`src/rtl/tl_sensor_latch.sv`:
```
// tl_sensor_latch
// Vehicle-detector front end for the traffic-light controller. Each of the
// four approaches has its own two-flop synchroniser, symmetric debouncer,
// demand latch cleared on the end of green, and stuck-detector watchdog.
// A faulty approach holds its demand permanently until reset.
module tl_sensor_latch #(
  parameter logic [15:0] DEB_CYCLES   = 16'd3,
  parameter logic [15:0] STUCK_CYCLES = 16'd6000
) (
  input  logic            clk,
  input  logic            arst,
  input  logic [3:0]      det_raw,
  input  logic [3:0][2:0] tl_sig_arr,
  output logic [3:0]      sensor,
  output logic [3:0]      fault
);

  localparam logic [2:0]  SIG_GREEN = 3'b001;
  // Last count value before the debounced state is allowed to flip.
  localparam logic [15:0] DEB_LAST  = DEB_CYCLES - 16'd1;

  genvar gi;
  generate
    for (gi = 0; gi < 4; gi++) begin : g_approach
      logic        s1_reg;
      logic        s_reg;
      logic        deb_reg;
      logic        deb_next;
      logic [15:0] dc_reg;
      logic [15:0] dc_next;
      logic        g_q_reg;
      logic        green_now;
      logic        serve_end;
      logic        req_reg;
      logic        req_next;
      logic [15:0] wc_reg;
      logic [15:0] wc_next;
      logic        fault_reg;
      logic        fault_next;

      assign green_now = (tl_sig_arr[gi] == SIG_GREEN);
      // Green was showing last cycle and is not showing now (any other
      // value, including dark, counts as the end of service).
      assign serve_end = g_q_reg & ~green_now;

      // Debounce: the synchronised level must disagree with the debounced
      // state for DEB_CYCLES consecutive samples before the state flips.
      always_comb begin
        deb_next = deb_reg;
        dc_next  = dc_reg;
        if (s_reg == deb_reg) begin
          dc_next = '0;
        end else if (dc_reg == DEB_LAST) begin
          deb_next = s_reg;
          dc_next  = '0;
        end else begin
          dc_next = dc_reg + 16'd1;
        end
      end

      // Watchdog: count continuous debounced presence, saturate, and latch
      // the fault on the edge where the count reaches the limit.
      always_comb begin
        wc_next = wc_reg;
        if (!deb_reg) begin
          wc_next = '0;
        end else if (wc_reg < STUCK_CYCLES) begin
          wc_next = wc_reg + 16'd1;
        end
        fault_next = fault_reg | (deb_reg & (wc_next == STUCK_CYCLES));
      end

      // Demand latch: set (fault or presence) wins over the service clear,
      // so a vehicle still waiting at the end of green keeps its demand.
      always_comb begin
        req_next = fault_reg | deb_reg | (req_reg & ~serve_end);
      end

      // State registers for this approach, all cleared asynchronously.
      always_ff @(posedge clk or posedge arst) begin
        if (arst) begin
          s1_reg    <= 1'b0;
          s_reg     <= 1'b0;
          deb_reg   <= 1'b0;
          dc_reg    <= '0;
          g_q_reg   <= 1'b0;
          req_reg   <= 1'b0;
          wc_reg    <= '0;
          fault_reg <= 1'b0;
        end else begin
          s1_reg    <= det_raw[gi];
          s_reg     <= s1_reg;
          deb_reg   <= deb_next;
          dc_reg    <= dc_next;
          g_q_reg   <= green_now;
          req_reg   <= req_next;
          wc_reg    <= wc_next;
          fault_reg <= fault_next;
        end
      end

      assign sensor[gi] = req_reg;
      assign fault[gi]  = fault_reg;
    end
  endgenerate

endmodule

```
`config.mk`:
```
export PLATFORM = sky130hd
export DESIGN_NAME = tl_sensor_latch
export DESIGN_NICKNAME = d
export VERILOG_FILES = /design/src/rtl/tl_sensor_latch.sv
export SDC_FILE = /design/constraint.sdc
export NUM_CORES = 1
export LEC_CHECK = 0
export ABC_AREA = 0
export CAP_MARGIN = 10
export CORE_UTILIZATION = 30
export DETAILED_ROUTE_END_ITERATION = 8
export HOLD_SLACK_MARGIN = 0.08
export PLACE_DENSITY = 0.51
export SLEW_MARGIN = 20
export SYNTH_ARGS = -nofsm -noshare
export SYNTH_HDL_FRONTEND = slang
export SYNTH_SLANG_ARGS = --single-unit
export TNS_END_PERCENT = 50
```
`constraint.sdc`:
```
create_clock -name clk -period 4.7 [get_ports clk]
set_input_delay 0.47 -clock clk [delete_from_list [all_inputs] [get_ports clk]]
set_output_delay 0.47 -clock clk [all_outputs]
set_load 0.05 [all_outputs]
```
==> results of run 1 <==
-- routing by layer --
| metal | vias up | global-route usage, % |
|---|---|---|
| met5 | - | 0 |
| met4 | 0 | 4.11 |
| met3 | 12 | 2.96 |
| met2 | 39 | 17.9 |
| met1 | 2505 | 16.5 |
| li1 | 2606 | - |
-- synthesized netlist by cell type, types with 2 or more instances --
cell                        number  share of area (%)
sky130_fd_sc_hd__and2_1         30                2.5
sky130_fd_sc_hd__o31a_1          2               0.23
sky130_fd_sc_hd__xnor2_1        35                4.1
sky130_fd_sc_hd__nand4_1        26                2.2
sky130_fd_sc_hd__nand3_1        46                3.1
sky130_fd_sc_hd__nor4b_1         2               0.23
sky130_fd_sc_hd__nand3b_1        3               0.30
sky130_fd_sc_hd__and3_1         22                1.8
sky130_fd_sc_hd__a31oi_1         4               0.34
sky130_fd_sc_hd__o21a_1          2               0.20
sky130_fd_sc_hd__nor2b_1         6               0.50
sky130_fd_sc_hd__a21boi_0        2               0.20
sky130_fd_sc_hd__nor3b_1        10                1.0
sky130_fd_sc_hd__xor2_1         53                6.2
sky130_fd_sc_hd__ha_1           12                2.0
sky130_fd_sc_hd__nand2b_1        7               0.59
sky130_fd_sc_hd__mux2i_1         4               0.54
sky130_fd_sc_hd__or3_1          11               0.92
sky130_fd_sc_hd__a21oi_1        14               0.94
sky130_fd_sc_hd__or4_1           3               0.30
sky130_fd_sc_hd__o21ai_0        19                1.3
sky130_fd_sc_hd__nor3_1          9               0.60
sky130_fd_sc_hd__nor2_1        105                5.3
sky130_fd_sc_hd__mux2_2          4               0.60
sky130_fd_sc_hd__o41ai_1         2               0.23
sky130_fd_sc_hd__clkbuf_1       12               0.60
sky130_fd_sc_hd__nor4_1         17                1.4
sky130_fd_sc_hd__o311ai_0        3               0.35
sky130_fd_sc_hd__nand2_1        42                2.1
sky130_fd_sc_hd__a2111oi_4       3                1.1
sky130_fd_sc_hd__buf_4           8               0.80
sky130_fd_sc_hd__dfrtp_1       152                 51
sky130_fd_sc_hd__or4b_1          2               0.27
sky130_fd_sc_hd__and4_1          7               0.82
sky130_fd_sc_hd__inv_1          22                1.1
sky130_fd_sc_hd__a211o_1         4               0.47
sky130_fd_sc_hd__o31ai_1         8               0.80
-- worst paths after layout --
| path | start | to | slack [ns] | cells after the start |
|---|---|---|---|---|
| min in group asynchronous | arst | g_approach[0].dc_reg[12]$_DFF_PP0_ | 0.62 | 2 |
| max in group asynchronous | arst | g_approach[2].wc_reg[6]$_DFF_PP0_ | 3.24 | 3 |
| worst max register to register | g_approach[2].wc_reg[11]$_DFF_PP0_ | g_approach[2].fault_reg$_DFF_PP0_ | 2.30 | 6 |
| worst min-delay path | g_approach[0].s1_reg$_DFF_PP0_ | g_approach[0].s_reg$_DFF_PP0_ | 0.35 | 0 |
| worst max-delay path | g_approach[2].wc_reg[11]$_DFF_PP0_ | g_approach[2].fault_reg$_DFF_PP0_ | 2.30 | 6 |
| worst min register to register | g_approach[0].s1_reg$_DFF_PP0_ | g_approach[0].s_reg$_DFF_PP0_ | 0.35 | 0 |
-- metrics by stage --
stage	cells	hold slack (ns)	area (um2)	util [%]	total power, W
2_1_floorplan	733	0.331	7460	-	0.00197
3_3_place_gp	1062	0.336	8020	32.9	0.00212
3_5_place_dp	1062	0.340	8020	32.9	0.00212
4_1_cts	1093	0.355	8630	35.4	0.00357
5_1_grt	1093	0.362	8630	35.4	0.00371
6_report	1093	0.351	8630	35.4	0.00350
-- report_power, final --
group	internal (W)	switching, W	total, W
clock	0.000886	0.000535	0.00142
combinational	0.000186	0.000316	0.000502
sequential	0.00141	0.000167	0.00158
total	0.00248	0.00102	0.00350
-- logic make-up (layout without fill, tap and decap cells) --
group / Yosys count / count (layout) / synth area share, %
AOI/OAI and AO/OA: 74 / 74 / 7.90
xor gates and xnor gates: 88 / 88 / 10.3
adders and majority gates: 12 / 12 / 2.01
buffers and inverters: 45 / 81 / 2.70
DFF: 152 / 152 / 51.0
muxes: 8 / 8 / 1.14
and+or+nand+nor: 354 / 354 / 24.9
-- final cells by class --
class / count / area, um2 / area share, %
Clock buffer: 19 / 433 / 5.01
Timing Repair Buffer: 27 / 265 / 3.07
Clock inverter: 12 / 176 / 2.04
Inverter: 23 / 93.8 / 1.09
Sequential cell: 152 / 3800 / 44.1
Multi-Input combinational cell: 536 / 3460 / 40.0
Tap cell: 324 / 405 / 4.70
-- layout by cell type, fill, tap and decap left out, types with 6 or more instances in the layout --
cell,n
sky130_fd_sc_hd__clkbuf_16,17
sky130_fd_sc_hd__nand4_1,26
sky130_fd_sc_hd__nand2b_1,7
sky130_fd_sc_hd__o21ai_0,19
sky130_fd_sc_hd__a21oi_1,14
sky130_fd_sc_hd__nor2b_1,6
sky130_fd_sc_hd__nor3_1,9
sky130_fd_sc_hd__and2_1,30
sky130_fd_sc_hd__inv_1,21
sky130_fd_sc_hd__nand3_1,46
sky130_fd_sc_hd__nor3b_1,10
sky130_fd_sc_hd__or3_1,11
sky130_fd_sc_hd__nand2_1,42
sky130_fd_sc_hd__nor4_1,17
sky130_fd_sc_hd__ha_1,12
sky130_fd_sc_hd__clkdlybuf4s50_1,25
sky130_fd_sc_hd__xnor2_1,35
sky130_fd_sc_hd__and4_1,7
sky130_fd_sc_hd__dfrtp_1,152
sky130_fd_sc_hd__and3_1,22
sky130_fd_sc_hd__xor2_1,53
sky130_fd_sc_hd__nor2_1,105
sky130_fd_sc_hd__o31ai_1,8
==> impl_metrics.prom, run 1 <==
# TYPE chip_impl_metric gauge
chip_impl_info{name="path_delay_family",value="compound AO/OA/AOI/OAI gates"} 1
chip_impl_info{name="maxUsedRoutingLayer",value="met4"} 1
chip_impl_metric{name="yosysWarningCount",unit=""} 0
chip_impl_metric{name="layout-area-overhead-vs-synth",unit="%"} 15.7
chip_impl_metric{name="route.met2.wl",unit="um"} 6130
chip_impl_metric{name="wl_met1",unit="um"} 7250
chip_impl_info{name="hold_class",value="register to register"} 1
chip_impl_metric{name="dieHeight",unit="um"} 160
chip_impl_info{name="rsz0062_at_grt",value="no"} 1
chip_impl_metric{name="synth.ff_latch_count",unit=""} 152
chip_impl_metric{name="route.detailed.drc",unit=""} 0
chip_impl_info{name="slowest_stage",value="sky130_fd_sc_hd__a2111oi_4"} 1
chip_impl_metric{name="postSynthAreaPerCell",unit="um2"} 10.2
chip_impl_metric{name="layout.nets",unit=""} 787
chip_impl_metric{name="post_cts_hold_buffer_count",unit=""} 0
chip_impl_metric{name="finalHoldViolations",unit=""} 0
chip_impl_metric{name="gr-usage-all-layers",unit="%"} 11.9
chip_impl_metric{name="post_drt_via_cell_ratio",unit=""} 4.72
chip_impl_metric{name="cts.path.max_buffers",unit=""} 2
chip_impl_metric{name="antenna_cells",unit=""} 0
chip_impl_metric{name="via_count_of_the_first_global_routing_pass",unit=""} 5080
chip_impl_metric{name="detailedRoute.firstIterationViolations",unit=""} 256
chip_impl_metric{name="worstPathArrival",unit="ns"} 2.71
chip_impl_metric{name="clock_skew",unit="ns"} 0.00673
chip_impl_metric{name="max_freq",unit="GHz"} 0.417
chip_impl_metric{name="power_leakage",unit="nW"} 3.61
chip_impl_metric{name="design.die.area",unit="um2"} 25500
chip_impl_metric{name="start_util",unit="%"} 30.6
chip_impl_metric{name="netlist_instances",unit=""} 733
chip_impl_info{name="path_class",value="register to register"} 1
chip_impl_metric{name="synthesis.area",unit="um2"} 7460
chip_impl_metric{name="path_buf_inv",unit=""} 0
chip_impl_metric{name="pre_cts_ws",unit="ns"} 2.30
chip_impl_info{name="postSynth.topFlopCell",value="sky130_fd_sc_hd__dfrtp_1"} 1
chip_impl_metric{name="worst_path_largest_cell_delay",unit="ns"} 0.62
chip_impl_metric{name="report.final.setup_viol",unit=""} 0
chip_impl_metric{name="maxSlewViolCount",unit=""} 0
chip_impl_metric{name="worst_ep_required_time",unit="ns"} 5.02
chip_impl_metric{name="rows",unit=""} 57
chip_impl_metric{name="met3WireLength",unit="um"} 306
chip_impl_metric{name="cts_setup_buffers",unit=""} 0
chip_impl_metric{name="min_period_over_period",unit="%"} 51.0
chip_impl_info{name="clk_root_buf",value="sky130_fd_sc_hd__clkbuf_16"} 1
chip_impl_metric{name="detail-route-antenna-nets",unit=""} 0
chip_impl_metric{name="synth.lib_cells_used.distinct",unit=""} 57
chip_impl_metric{name="top_level_ports",unit=""} 26
chip_impl_info{name="crit_path_cell_trace",value="a2111oi_4, o211ai_2, nor2_1, xnor2_1, or4_1, o31ai_1"} 1
chip_impl_metric{name="asr_flop_ratio_synth",unit="%"} 100
chip_impl_metric{name="cts_htree_levels",unit=""} 4
chip_impl_metric{name="crit_path_max_fanout",unit=""} 8
chip_impl_metric{name="ir_worst_vdd",unit="mV"} 0.215
chip_impl_metric{name="timing.slew.headroom",unit="%"} 50.1
chip_impl_metric{name="fillerInstances",unit=""} 2490
chip_impl_metric{name="cts.sink_count",unit=""} 152
chip_impl_metric{name="place_congestion",unit=""} 0.778
chip_impl_metric{name="antenna_found_initial",unit=""} 0
chip_impl_info{name="cts_tree",value="yes"} 1
chip_impl_metric{name="grt_max_degree",unit=""} 109
chip_impl_metric{name="fin_ws",unit="ns"} 2.30
chip_impl_metric{name="ctsResizeCount",unit=""} 0
chip_impl_info{name="end_kind",value="register"} 1
chip_impl_metric{name="min_period",unit="ns"} 2.40
chip_impl_metric{name="grt_pass1_wl",unit="um"} 24800
chip_impl_metric{name="globalRouteOverflowTotal",unit=""} 0
chip_impl_metric{name="finalSetupTns",unit="ns"} 0
chip_impl_metric{name="drt-wirelength-per-cell",unit="um"} 12.7
chip_impl_metric{name="register_area_share_after_synthesis",unit="%"} 51.0
chip_impl_metric{name="net_count_after_synthesis",unit=""} 763
chip_impl_metric{name="post_route_cells_drive_above_1_share",unit="%"} 6.50
chip_impl_metric{name="core",unit="um2"} 24400
chip_impl_metric{name="drv.max_cap_violation_count",unit=""} 0
chip_impl_metric{name="detail_route.first_pass.iterations",unit=""} 4
chip_impl_metric{name="cts_buffers",unit=""} 17
chip_impl_metric{name="power.density_cell_area",unit="nW/um2"} 405
chip_impl_metric{name="path_clk_slew",unit="ns"} 0.06
chip_impl_metric{name="clock_insertion_delay_worst_skew",unit="ns"} 0.41
chip_impl_info{name="status",value="finished, final reports clean"} 1
chip_impl_info{name="setup.worst_path.start_class",value="register"} 1
chip_impl_metric{name="die_width",unit="um"} 160
chip_impl_metric{name="route.vias.total",unit=""} 5162
chip_impl_metric{name="dp_hpwl",unit="um"} 9290
chip_impl_metric{name="port-buffer-count",unit=""} 25
chip_impl_metric{name="worst-slew-pin-transition",unit="ns"} 0.748
chip_impl_metric{name="synth_edf_count",unit=""} 0
chip_impl_metric{name="routed_wirelength",unit="um"} 13900
Note: power is estimated with default switching activity, not from simulation.
==> inputs of run 2 (changes only) <==
==> constraint.sdc (replaced) <==
create_clock -name clk -period 2.1 [get_ports clk]
set_input_delay 0.21 -clock clk [delete_from_list [all_inputs] [get_ports clk]]
set_output_delay 0.21 -clock clk [all_outputs]
set_load 0.05 [all_outputs]
==> impl_metrics.prom, run 2 (same netlist as run 1, synthesis figures left out) <==
# TYPE chip_impl_metric gauge
chip_impl_metric{name="drv.max_cap_violation_count",unit=""} 0
chip_impl_info{name="hold_class",value="input pin to register"} 1
chip_impl_metric{name="post_route_cells_drive_above_1_share",unit="%"} 15.2
chip_impl_info{name="clk_root_buf",value="sky130_fd_sc_hd__clkbuf_16"} 1
chip_impl_info{name="setup.worst_path.start_class",value="register"} 1
chip_impl_metric{name="dieHeight",unit="um"} 160
chip_impl_info{name="status",value="complete, but fails checks"} 1
chip_impl_info{name="worstReg2RegStart",value="g_approach[1].wc_reg[12]$_DFF_PP0_"} 1
chip_impl_metric{name="timing.slew.headroom",unit="%"} 65.3
chip_impl_metric{name="cts_buffers",unit=""} 17
chip_impl_metric{name="route.detailed.drc",unit=""} 0
chip_impl_info{name="timing.critical_path.to",value="g_approach[1].fault_reg$_DFF_PP0_"} 1
chip_impl_metric{name="clock_skew",unit="ns"} 0.00741
chip_impl_metric{name="seq_area",unit="um2"} 3810
chip_impl_metric{name="dp_hpwl",unit="um"} 10000
chip_impl_metric{name="die_width",unit="um"} 160
chip_impl_metric{name="power_leakage",unit="nW"} 4.00
chip_impl_metric{name="maxSlewViolCount",unit=""} 0
chip_impl_metric{name="antenna_found_initial",unit=""} 0
chip_impl_metric{name="fin_ws",unit="ns"} -0.0380
chip_impl_metric{name="layout-area-overhead-vs-synth",unit="%"} 23.0
chip_impl_metric{name="min_period",unit="ns"} 2.14
chip_impl_info{name="path_class",value="register to register"} 1
chip_impl_metric{name="final_area",unit="um2"} 9180
chip_impl_metric{name="cts_htree_levels",unit=""} 4
chip_impl_metric{name="core",unit="um2"} 24400
chip_impl_metric{name="multi_input_comb_area",unit="um2"} 3530
chip_impl_metric{name="globalRouteOverflowTotal",unit=""} 0
chip_impl_metric{name="path_clk_slew",unit="ns"} 0.06
chip_impl_metric{name="route.vias.total",unit=""} 5448
chip_impl_info{name="mostFrequentLayoutCells",value="150 x sky130_fd_sc_hd__dfrtp_1, 105 x sky130_fd_sc_hd__nor2_1, 63 x sky130_fd_sc_hd__buf_4, 53 x sky130_fd_sc_hd__xor2_1, 45 x sky130_fd_sc_hd__nand3_1"} 1
chip_impl_metric{name="path_buf_inv",unit=""} 0
chip_impl_metric{name="r2r_slack",unit="ns"} -0.04
chip_impl_metric{name="report.final.setup_viol",unit=""} 1
chip_impl_metric{name="finalSetupTns",unit="ns"} -0.0380
chip_impl_info{name="worst_r2r_endpoint",value="g_approach[1].fault_reg$_DFF_PP0_"} 1
chip_impl_metric{name="crit_path_max_fanout",unit=""} 7
chip_impl_metric{name="max_freq",unit="GHz"} 0.468
chip_impl_info{name="cts_tree",value="yes"} 1
chip_impl_metric{name="via_count_of_the_first_global_routing_pass",unit=""} 5407
chip_impl_metric{name="cts.sink_count",unit=""} 152
chip_impl_metric{name="worst_ep_required_time",unit="ns"} 2.43
chip_impl_metric{name="layout.nets",unit=""} 851
chip_impl_metric{name="rows",unit=""} 57
chip_impl_metric{name="detail_route.first_pass.iterations",unit=""} 4
chip_impl_metric{name="worstRegToRegCells",unit=""} 6
chip_impl_metric{name="cts.path.max_buffers",unit=""} 2
chip_impl_metric{name="worstPathArrival",unit="ns"} 2.47
chip_impl_metric{name="worst_path_largest_cell_delay",unit="ns"} 0.48
chip_impl_metric{name="port-buffer-count",unit=""} 25
chip_impl_metric{name="fillerInstances",unit=""} 2439
chip_impl_metric{name="p_total",unit="W"} 0.00782
chip_impl_metric{name="detail-route-antenna-nets",unit=""} 0
chip_impl_metric{name="grt_pass1_wl",unit="um"} 25700
chip_impl_info{name="path_delay_family",value="compound AO/OA/AOI/OAI gates"} 1
chip_impl_metric{name="routed_wirelength",unit="um"} 14800
chip_impl_metric{name="finalHoldViolations",unit=""} 0
chip_impl_metric{name="gr-usage-all-layers",unit="%"} 12.3
chip_impl_metric{name="design.die.area",unit="um2"} 25500
chip_impl_metric{name="pre_cts_ws",unit="ns"} -0.187
chip_impl_metric{name="critical_path_depth",unit=""} 6
chip_impl_info{name="cp-startpoint",value="g_approach[1].wc_reg[12]$_DFF_PP0_"} 1
chip_impl_info{name="rsz0062_at_grt",value="yes"} 1
chip_impl_info{name="mostFrequentLayoutCell",value="sky130_fd_sc_hd__dfrtp_1"} 1
chip_impl_metric{name="start_util",unit="%"} 30.6
chip_impl_metric{name="drt-wirelength-per-cell",unit="um"} 12.8
chip_impl_metric{name="hold-worst-slack",unit="ns"} 0.231
chip_impl_metric{name="ir_worst_vdd",unit="mV"} 0.541
chip_impl_metric{name="min_period_over_period",unit="%"} 102
chip_impl_metric{name="post_drt_via_cell_ratio",unit=""} 4.70
chip_impl_metric{name="grt_max_degree",unit=""} 64
chip_impl_metric{name="clock_insertion_delay_worst_skew",unit="ns"} 0.42
chip_impl_info{name="violated_checks",value="negative setup slack"} 1
chip_impl_metric{name="top_level_ports",unit=""} 26
chip_impl_metric{name="power.density_cell_area",unit="nW/um2"} 852
chip_impl_info{name="slowest_stage",value="sky130_fd_sc_hd__or4b_1"} 1
chip_impl_metric{name="antenna_cells",unit=""} 0
chip_impl_info{name="end_kind",value="register"} 1
chip_impl_metric{name="placed_inst_area",unit="um2"} 8490
chip_impl_metric{name="worst-slew-pin-transition",unit="ns"} 0.513
chip_impl_info{name="crit_path_cell_trace",value="a2111oi_4, o41ai_4, nor2_1, xor2_1, or4b_1, o31ai_2"} 1
chip_impl_metric{name="detailedRoute.firstIterationViolations",unit=""} 264
chip_impl_metric{name="place_congestion",unit=""} 0.818
[run 2: area by class of cell]
class                      count  area share [%]
sequential                   152            41.5
multi-input combinational    536            38.5
timing repair buffer          91            8.53
clock buffer                  19            4.83
tap                          324            4.42
clock inverter                13            1.32
inverter                      23           0.981
[run 2: power breakdown]
group | total, W | internal, W | leakage [nW] | switching [W]
Clock | 0.00293 | 0.00167 | 0.263 | 0.00126
Sequential | 0.00342 | 0.00315 | 2.06 | 0.000269
Combinational | 0.00147 | 0.000602 | 1.68 | 0.000870
[run 2: what timing repair did]
action	CTS	global route
resized for setup	5	10
pin swaps	7	8
endpoints found under the hold margin	0	0
setup endpoints to repair	4	4
hold buffers	0	0
buffers inserted	3	3
cloned	0	0
[run 2: layer usage]
metal,GRT usage [%],vias up,part of all wire [%]
met5,0,-,0
met4,4.81,0,1.6
met2,19.2,50,46
met1,16.7,2640,51
li1,-,2743,-
met3,2.47,15,2.1
[run 2: metrics by stage]
stage / instances / util [%]
after floorplan: 733 / -
after global placement: 1120 / 34.8
after CTS: 1155 / 37.4
final: 1158 / 37.6
after global routing: 1158 / 37.6
after detailed placement: 1120 / 34.8
[run 2: how the worst min path moves through the flow]
| stage | from | to | slack (ns) | cells past startpoint |
|---|---|---|---|---|
| after floorplan | det_raw[0] | g_approach[0].s1_reg$_DFF_PP0_ | 0.24 | 0 |
| final | det_raw[0] | g_approach[0].s1_reg$_DFF_PP0_ | 0.23 | 1 |
| after global routing | det_raw[0] | g_approach[0].s1_reg$_DFF_PP0_ | 0.21 | 1 |
| after detailed placement | g_approach[2].s1_reg$_DFF_PP0_ | g_approach[2].s_reg$_DFF_PP0_ | 0.33 | 0 |
| after CTS | det_raw[3] | g_approach[3].s1_reg$_DFF_PP0_ | 0.21 | 1 |
| after global placement | g_approach[2].s1_reg$_DFF_PP0_ | g_approach[2].s_reg$_DFF_PP0_ | 0.34 | 0 |
==> inputs of run 3 (changes only) <==
==> constraint.sdc (replaced) <==
create_clock -name clk -period 2.1 [get_ports clk]
set_input_delay 0.42 -clock clk [delete_from_list [all_inputs] [get_ports clk]]
set_output_delay 0.42 -clock clk [all_outputs]
set_load 0.05 [all_outputs]
==> impl_metrics.prom, run 3 (same netlist as run 1, synthesis figures left out) <==
# TYPE chip_impl_metric gauge
chip_impl_info{name="status",value="complete, but fails checks"} 1
chip_impl_info{name="violated_checks",value="negative setup slack"} 1
chip_impl_metric{name="cts.path.max_buffers",unit=""} 2
chip_impl_metric{name="report.final.setup_viol",unit=""} 1
chip_impl_metric{name="die_width",unit="um"} 160
chip_impl_metric{name="route.detailed.drc",unit=""} 0
chip_impl_metric{name="start_util",unit="%"} 30.6
chip_impl_metric{name="p_seq_share",unit="%"} 41.3
chip_impl_metric{name="route.vias.total",unit=""} 5444
chip_impl_info{name="end_kind",value="register"} 1
chip_impl_metric{name="hold-worst-slack",unit="ns"} 0.348
chip_impl_info{name="mostFrequentLayoutCells",value="151 x sky130_fd_sc_hd__dfrtp_1, 105 x sky130_fd_sc_hd__nor2_1, 71 x sky130_fd_sc_hd__buf_4, 53 x sky130_fd_sc_hd__xor2_1, 46 x sky130_fd_sc_hd__nand3_1"} 1
chip_impl_metric{name="cts.sink_count",unit=""} 152
chip_impl_metric{name="min_period",unit="ns"} 2.17
chip_impl_metric{name="clock_insertion_delay_worst_skew",unit="ns"} 0.43
chip_impl_metric{name="placed_cells_incl_taps",unit=""} 1130
chip_impl_metric{name="grt_pass1_wl",unit="um"} 26600
chip_impl_metric{name="power.density_cell_area",unit="nW/um2"} 887
chip_impl_metric{name="layout.nets",unit=""} 859
chip_impl_metric{name="detail_route.first_pass.iterations",unit=""} 6
chip_impl_metric{name="crit_path_max_fanout",unit=""} 6
chip_impl_info{name="rsz0062_at_grt",value="yes"} 1
chip_impl_metric{name="layoutNonFillerInstCount",unit=""} 1166
chip_impl_metric{name="clock_skew",unit="ns"} 0.0116
chip_impl_info{name="mostFrequentLayoutCell",value="sky130_fd_sc_hd__dfrtp_1"} 1
chip_impl_info{name="setup.worst_path.start_class",value="register"} 1
chip_impl_metric{name="place_congestion",unit=""} 0.800
chip_impl_metric{name="cts_buffers",unit=""} 17
chip_impl_metric{name="design.die.area",unit="um2"} 25500
chip_impl_metric{name="dp_hpwl",unit="um"} 10100
chip_impl_metric{name="switching_fraction",unit="%"} 29.8
chip_impl_info{name="clk_root_buf",value="sky130_fd_sc_hd__clkbuf_16"} 1
chip_impl_metric{name="post_route_cells_drive_above_1_share",unit="%"} 15.9
chip_impl_metric{name="antenna_found_initial",unit=""} 0
chip_impl_info{name="path_class",value="register to register"} 1
chip_impl_metric{name="drv.max_cap_violation_count",unit=""} 0
chip_impl_metric{name="drt-wirelength-per-cell",unit="um"} 12.7
chip_impl_metric{name="path_clk_slew",unit="ns"} 0.07
chip_impl_metric{name="core",unit="um2"} 24400
chip_impl_metric{name="gr-usage-all-layers",unit="%"} 12.7
chip_impl_metric{name="r2r_slack",unit="ns"} -0.07
chip_impl_metric{name="power.share.combinational",unit="%"} 18.5
chip_impl_metric{name="detail-route-antenna-nets",unit=""} 0
chip_impl_metric{name="pwr-share-clk",unit="%"} 40.1
chip_impl_metric{name="worstPathArrival",unit="ns"} 2.50
chip_impl_metric{name="grt_max_degree",unit=""} 54
chip_impl_metric{name="maxSlewViolCount",unit=""} 0
chip_impl_info{name="cts_tree",value="yes"} 1
chip_impl_metric{name="worst-slew-pin-transition",unit="ns"} 0.514
chip_impl_metric{name="routed_wirelength",unit="um"} 14800
chip_impl_metric{name="net-switching-power",unit="W"} 0.00245
chip_impl_metric{name="dieHeight",unit="um"} 160
chip_impl_metric{name="top_level_ports",unit=""} 26
chip_impl_metric{name="min_period_over_period",unit="%"} 103
chip_impl_metric{name="detailedRoute.firstIterationViolations",unit=""} 269
chip_impl_metric{name="internal_power",unit="W"} 0.00577
chip_impl_metric{name="post_drt_via_cell_ratio",unit=""} 4.67
chip_impl_metric{name="layout-area-overhead-vs-synth",unit="%"} 24.3
chip_impl_metric{name="ir_worst_vdd",unit="mV"} 0.372
chip_impl_metric{name="power_leakage",unit="nW"} 4.08
chip_impl_metric{name="via_count_of_the_first_global_routing_pass",unit=""} 5552
chip_impl_metric{name="worst_ep_required_time",unit="ns"} 2.43
chip_impl_metric{name="max_freq",unit="GHz"} 0.461
chip_impl_metric{name="timing.slew.headroom",unit="%"} 65.6
chip_impl_metric{name="finalHoldViolations",unit=""} 0
chip_impl_metric{name="globalRouteOverflowTotal",unit=""} 0
chip_impl_metric{name="cts_htree_levels",unit=""} 4
chip_impl_metric{name="port-buffer-count",unit=""} 25
chip_impl_metric{name="rows",unit=""} 57
chip_impl_info{name="hold_class",value="input pin to asynchronous set/reset pin"} 1
chip_impl_metric{name="antenna_cells",unit=""} 0
chip_impl_metric{name="fin_ws",unit="ns"} -0.0689
run 3: power groups by stage:
stage / Clock, W / Combinational [W] / Sequential, W
after floorplan: 0 / 0.00102 / 0.00339
final: 0.00330 / 0.00153 / 0.00340
after CTS: 0.00340 / 0.00155 / 0.00340
after global placement: 0 / 0.00154 / 0.00345
after detailed placement: 0 / 0.00154 / 0.00346
after global routing: 0.00352 / 0.00173 / 0.00345
run 3: per-stage QoR:
stage	setup slack, ns	TNS [ns]	power [W]	utilization [%]	cell area, um2
2_1_floorplan	-0.237	-36.10	0.00441	-	7460
3_3_place_gp	-0.0570	-0.0637	0.00500	35.1	8560
3_5_place_dp	-0.107	-0.168	0.00499	35.1	8560
4_1_cts	-0.0626	-0.0780	0.00835	37.8	9220
5_1_grt	-0.172	-0.462	0.00870	38.0	9270
6_report	-0.0689	-0.0689	0.00823	38.0	9270
run 3: routing by layer:
| layer | vias up | part of all wire [%] | global-route usage, % |
|---|---|---|---|
| met5 | - | 0 | 0 |
| met2 | 36 | 46 | 19.7 |
| met3 | 15 | 1.8 | 2.70 |
| met4 | 0 | 1.4 | 4.94 |
| met1 | 2626 | 51 | 17.2 |
| li1 | 2767 | - | - |
run 3: repair_timing:
action	4_1_cts	5_1_grt
resized for setup	5	13
setup endpoints to repair	3	6
hold buffers	0	0
setup buffers	2	2
pin swaps	5	4
run 3: worst max-delay path: stages, from the launching register on:
cell and delay, ns:
sky130_fd_sc_hd__dfrtp_2 0.44, sky130_fd_sc_hd__a2111oi_4 0.41, sky130_fd_sc_hd__o41ai_4 0.19, sky130_fd_sc_hd__nor2_1 0.15, sky130_fd_sc_hd__xor2_1 0.17, sky130_fd_sc_hd__or4b_4 0.49
sky130_fd_sc_hd__o31ai_2 0.23
run 3: cell type report:
type                    count  area, um2
fillers                  2446      15100
flip-flops and latches    152       3800
clock buffers              18        429
multi-input cells         536       3510
clock inverters            14        195
repair buffers             99        840
inverters                  23       90.1
well taps                 324        405
run 3: final timing paths:
| kind | startpoint | end | cells past startpoint |
|---|---|---|---|
| setup / recovery | g_approach[1].wc_reg[12]$_DFF_PP0_ | g_approach[1].fault_reg$_DFF_PP0_ | 6 |
| hold / removal | arst | g_approach[2].wc_reg[10]$_DFF_PP0_ | 2 |
| setup reg to reg | g_approach[1].wc_reg[12]$_DFF_PP0_ | g_approach[1].fault_reg$_DFF_PP0_ | 6 |
| hold reg to reg | g_approach[1].s1_reg$_DFF_PP0_ | g_approach[1].s_reg$_DFF_PP0_ | 0 |
| max in group asynchronous | arst | g_approach[0].dc_reg[13]$_DFF_PP0_ | 3 |
| min in group clk | g_approach[1].s1_reg$_DFF_PP0_ | g_approach[1].s_reg$_DFF_PP0_ | 0 |
